==> src/rtl/popcount_sequencer.sv <==
// Wide-word popcount sequencer: streams a word through a 4-bit counter one nibble per cycle,
// accumulates the total and returns it over a valid/ready handshake.

module counting_signals (
   input  logic       a,
   input  logic       b,
   input  logic       c,
   input  logic       d,
   output logic [2:0] count
);
   assign count = {2'b00, a} + {2'b00, b} + {2'b00, c} + {2'b00, d};
endmodule

module popcount_sequencer #(
   parameter  int unsigned DATA_W = 32,
   localparam int unsigned CNT_W  = $clog2(DATA_W + 1)
) (
   input  logic              clk,
   input  logic              rst,
   input  logic              in_valid,
   output logic              in_ready,
   input  logic [DATA_W-1:0] in_data,
   output logic              out_valid,
   input  logic              out_ready,
   output logic [CNT_W-1:0]  out_count,
   output logic              busy
);
   localparam int unsigned N     = DATA_W / 4;
   localparam int unsigned IDX_W = (N > 1) ? $clog2(N) : 1;

   typedef enum logic [1:0] {StIdle, StRun, StDone} state_e;

   state_e              r_state;
   state_e              w_state_nxt;
   logic [DATA_W-1:0]   r_shift;
   logic [IDX_W-1:0]    r_idx;
   logic [CNT_W-1:0]    r_acc;
   logic [2:0]          w_count;
   logic                w_accept;
   logic                w_last;

   counting_signals u_count (
      .a     (r_shift[0]),
      .b     (r_shift[1]),
      .c     (r_shift[2]),
      .d     (r_shift[3]),
      .count (w_count)
   );

   // DONE overlaps the next acceptance when the consumer takes the result this cycle.
   assign in_ready  = (r_state == StIdle) || ((r_state == StDone) && out_ready);
   assign w_accept  = in_valid && in_ready;
   assign w_last    = (r_idx == IDX_W'(N - 1));
   assign out_valid = (r_state == StDone);
   assign out_count = r_acc;
   assign busy      = (r_state != StIdle);

   always_comb begin
      w_state_nxt = r_state;
      unique case (r_state)
         StIdle:  if (w_accept) w_state_nxt = StRun;
         StRun:   if (w_last) w_state_nxt = StDone;
         StDone:  if (out_ready) w_state_nxt = w_accept ? StRun : StIdle;
         default: w_state_nxt = StIdle;
      endcase
   end

   always_ff @(posedge clk) begin
      if (rst) begin
         r_state <= StIdle;
      end else begin
         r_state <= w_state_nxt;
      end
   end

   always_ff @(posedge clk) begin
      if (rst) begin
         r_shift <= '0;
         r_idx   <= '0;
         r_acc   <= '0;
      end else if (w_accept) begin
         r_shift <= in_data;
         r_idx   <= '0;
         r_acc   <= '0;
      end else if (r_state == StRun) begin
         r_shift <= r_shift >> 4;
         r_idx   <= r_idx + 1'b1;
         r_acc   <= r_acc + CNT_W'(w_count);
      end
   end

endmodule

==> config.mk <==
export PLATFORM = sky130hd
export DESIGN_NAME = popcount_sequencer
export DESIGN_NICKNAME = d
export VERILOG_FILES = /design/src/rtl/popcount_sequencer.sv
export SDC_FILE = /design/constraint.sdc
export NUM_CORES = 1
export LEC_CHECK = 0
export CAP_MARGIN = 40
export CORE_MARGIN = 2
export CORE_UTILIZATION = 40
export DETAILED_ROUTE_END_ITERATION = 6
export GPL_ROUTABILITY_DRIVEN = 0
export PLACE_DENSITY = 0.65
export SLEW_MARGIN = 5
export SYNTH_ARGS = -nofsm -noshare
export SYNTH_HDL_FRONTEND = slang
export SYNTH_SLANG_ARGS = --single-unit
==> constraint.sdc <==
create_clock -name clk -period 2.1 [get_ports clk]
set_input_delay 0.42 -clock clk [delete_from_list [all_inputs] [get_ports clk]]
set_output_delay 0.42 -clock clk [all_outputs]
set_load 0.02 [all_outputs]
After elaboration in Yosys (flattened, before gate mapping):

Cells that the tools add are included.

* add/sub/neg operators: 5
* multiply operators: 0
* divide/modulo/power cells: 0
* magnitude comparators: 0
* equal/unequal tests: 6
* shift-type cells: 0
* mux-type cells: 7
* bitwise operators: 0
* reduce and logical (&&, ||, !) cells: 8

Operator list (number)
* $mux 32: 2
* $add 3x1->3: 2
* $add 6x3->6: 1
* $mux 2: 3
* $pmux 2 s3: 1
* $ne 2x2->1 const B: 2
* $reduce_bool 2->1: 2
* $add 3x1->3 const B: 1
* $eq 3x3->1 const B: 1
* $reduce_and 3->1: 1
* $add 1x1->2: 1
* $eq 2x1->1 const B: 1
* $eq 2x2->1 const B: 1
* $logic_and 1x1->1: 2
* $logic_not 2->1: 1
* $ne 2x1->1 const B: 1
* $reduce_or 2->1: 1
* $logic_or 1x1->1: 1
* $mux 1: 1

* register bits after elaboration: 43
* bits in latches: 0
* RAM bits: 0
* memory bits (read-only): 0
* input bits: 36
* memories kept: 0

Longest topological paths before layout:

* depth in word-level cells: 7
* depth in mapped cells: 11

Hierarchy:

From an unflattened synthesis, not the netlist that was laid out.

* cell total of the unflattened synthesis: 235
* area total of the unflattened synthesis: 2138.3 µm²

Modules (own cells, without submodules)
* popcount_sequencer: instances 1, cells an instance 227, area each 2074.5 µm², seq. area each 860.8 µm²
* counting_signals: instances 1, cells an instance 8, area each 63.8 µm², seq. area each 0.0 µm²

Worst setup path before layout:

OpenSTA, ideal clock, no wires.

* path type: register to register
* start: register r_shift[1]
* end: register r_acc[4], in the netlist out_count[4]
* library setup time: 0.116 ns
* data arrival time: 2.064 ns
* required time: 1.984 ns
* slack: -0.080 ns
* stages on the path, launching flop included: 12
* period minus slack after synthesis: 2.180 ns
* cells stage by stage: dfxtp_1 > ha_1 > inv_1 > fa_1 > inv_1 > ha_1 > inv_1 > fa_1 > nor2b_1 > o211ai_1 > xor2_1 > nor2_1

* longest elaborated chain between the ends: 4

RTL lines
* start: declaration: RTL line 35 `logic [DATA_W-1:0] r_shift;`
* start signal: assignment: RTL line 82 `r_shift <= in_data;`
* start signal: assignment: RTL line 86 `r_shift <= r_shift >> 4;`
* $add 1x1->2: RTL line 11 `assign count = {2'b00, a} + {2'b00, b} + {2'b00, c} + {2'b00, d};`
* $add 3x1->3 (2 in a row): RTL line 11
* $add 6x3->6: RTL line 88 `r_acc <= r_acc + CNT_W'(w_count);`
* end signal: assignment: RTL line 88
* end: declaration: RTL line 37 `logic [CNT_W-1:0] r_acc;`

No other way between the ends.
A chain may end at the register's enable or synchronous reset.

Final worst setup path:

Same ends and word-level chain as after synthesis.

==> results by group <==
Hold path
  – Hold path startpoint: r_shift[10]
  – Worst Hold Depth: 2
  – Worst Hold Class: reg -> reg
  – Hold EP: r_shift[10]

Clock tree
  – Hold Buf Count CTS: 0
  – CTS root buffer: clkbuf_8
  – Clock sink total: 43
  – CTS tree: yes
  – Total CTS buffers: 5
  – Clk Latency, worst-skew pair: ~290 ps
  – Clk pin slew, worst setup/hold paths: 80 ps
  – Max Root-Sink Buffers: 2
  – H-tree depth: 2
  – Post-CTS Setup Bufs: 0

STA
  – Achievable Freq: around 0.45 GHz
  – Slew Limit Fails: 0
  – Worst Setup Slack, final: -114 ps
  – Tcrit/Tclk final: 105%
  – Slew @ Worst Pin: about 570 ps
  – RSZ-0062 raised after global routing: true
  – Tmin final: 2210 ps
  – Final setup vio count: 2
  – Max Clock Skew: a little under 9 ps
  – Worst hold slack: between 400 and 500 ps
  – Worst rel slew slack: between 60% and 70%
  – Final hold vios: 0

GRT
  – Number of global-route vias before repair: around 1600
  – Initial antenna violation count: 0
  – Total global-route track usage: between 15 and 20%
  – First-pass GRT wire length: around 7.6 mm
  – Largest net degree at the start of global routing: 31
  – Gr ovfl total: 0

Logic synthesis
  – Yosys reg bits: between 40 and 50
  – Sequential fraction of the synthesis area: about two fifths
  – Synthesized area: roughly 2100 µm²
  – Syn Nets: roughly 270
  – Syn Area/Cell: 9.24 µm²
  – Post-synth top flop: dfxtp_1
  – Number of enable flip-flop cells after synthesis: 0
  – Post-Synthesis Cells: approximately 230
  – Synth warn: 0
  – Unique masters post-synth: 33
  – Asr flop ratio synth: 0%

Placement
  – Port Buf Inserts: 44
  – DP Wirelength: 2.90 mm

Setup path
  – Data required time of the critical path: around 2300 ps
  – Crit path launch type: flop
  – Worst reg-to-reg path cell count: 11
  – CP Capture Type: flop
  – Crit path max fanout: 2
  – Critical path arrival: approximately 2400 ps
  – Reg2Reg Launch Point: r_shift[1]
  – RR Endpoint: out_count[4]
  – WS Path Type: reg -> reg
  – R2r setup slk: -110 ps

Status
  – Outcome: complete, but fails checks
  – Failing checks: setup timing

Floorplan
  – Die area: between 5000 and 6000 µm²
  – Die width: about 76 µm
  – Initial Util: between 40% and 50%
  – Core box area: 5070 µm²
  – FP Rows: 26
  – Die Y: 76.3 µm
  – I/O Pins: 45

Layout
  – Share of layout cells above drive strength 1: between 20% and 30%
  – Area grow syn2layout: 31.9%
  – Commonest cells after routing, fill and taps aside: nand2_1 (45), clkdlybuf4s50_1 (43), dfxtp_1 (41), a21oi_2 (17), a21oi_1 (17)
  – Number of diodes: 0
  – Commonest non-fill, non-tap cell in the layout: nand2_1
  – Fillcell total: 508
  – Fin nets: approximately 310

Route
  – Iteration-0 DRC Markers: 64
  – DR WL/cell: approximately 13 µm
  – DRC viols: 0
  – Final WL: roughly 4.4 mm
  – DRT Pass-1 Iters: 4
  – Vias: 1667
  – DR vias/cell: 4.93
  – Remaining antenna violation count after routing: 0

Power and ir drop
  – Power Density: between 600 and 700 nW/µm²
  – Peak supply drop: 0.361 mV
  – Leakage power: between 0.0009 and 0.001 µW
  – Power, Total: about 1800 µW

Job
  – Maxcap violations: 0
[worst max-delay path by stage]
stage                     from      endpoint
floorplan           r_shift[1]  out_count[4]
global placement    r_shift[1]  out_count[4]
detailed placement  r_shift[1]  out_count[4]
CTS                 r_shift[1]  out_count[4]
global route        r_shift[1]  out_count[4]
finish              r_shift[1]  out_count[4]
[layer usage]
metal,up-vias,share of wire (%),track usage (%)
li1,855,-,-
met1,780,49,21.3
met2,27,47,26.0
met3,5,3.0,3.20
met4,0,1.7,6.55
met5,-,0,0
[cell families after synthesis]
group	synth area share [%]
adder cells (fa/ha/maj)	6.11
AO/OA/AOI/OAI	26.8
flip-flops	41.2
AND/OR/NAND/NOR	16.1
buffers and inverters	8.15
XOR/XNOR	1.68
[metrics by stage]
step	setup slack [ps]	TNS, ps	util (%)	std cells	area (µm²)
global route	-236	-434	54.3	338	2760
global placement	-134	-184	50.7	331	2570
finish	-114	-123	54.3	338	2760
floorplan	-52.7	-52.7	-	226	2090
CTS	-110	-115	53.6	338	2720
detailed placement	-168	-302	50.7	331	2570
[state kept, by name, summed over array words and instances, names as in the netlist]
name	flops
r_shift	32
out_count	6
r_idx	3
r_state	2
[report_power, final]
group	leakage (µW)	switching, µW	internal, µW
Clock	0.0000470	269	258
Combinational	0.000527	184	191
Sequential	0.000353	35.5	866
[final cells by class]
type / instances / area (µm²) / share of cell area (%)
tap: 70 / 87.6 / 3.18
clock buffer: 6 / 82.6 / 3.00
multi-input combinational: 157 / 1160 / 42.1
clock inverter: 1 / 5.00 / 0.182
inverter: 9 / 33.8 / 1.23
sequential: 43 / 863 / 31.3
timing repair buffer: 52 / 524 / 19.0
[synthesized netlist by cell type, types with 2 or more instances]
library cell  number  area (µm²)
nor2_1            16        60.1
inv_1              9        33.8
buf_6              3        33.8
buf_2              3        15.0
a21oi_1           20         100
ha_1               7        87.6
a21oi_2           15         131
and2b_1            2        15.0
a22oi_1            8        60.1
fa_1               2        40.0
buf_4              5        37.5
a22oi_2           15         188
nand2b_1           2        12.5
nand2_1           45         169
xnor2_1            3        26.3
nand3_1            5        25.0
dfxtp_1           43         861
clkbuf_1           3        11.3
nor2b_1            2        12.5
a311oi_1           5        43.8
[worst max-delay path, cell delays in order, from the launching register on]
cell      delay [ps]
dfxtp_2          340
ha_4             230
inv_2             50
fa_2             430
inv_2             80
ha_4             140
inv_2             40
fa_2             340
nor2b_2          130
o211ai_1         110
xor2_1           140
nor2_1            50
[what timing repair did]
action	in CTS	in global routing
cloned	0	0
gates resized for setup	16	6
pin swaps	3	4
setup endpoints to repair	6	5
(Power assumes the default switching activity.)
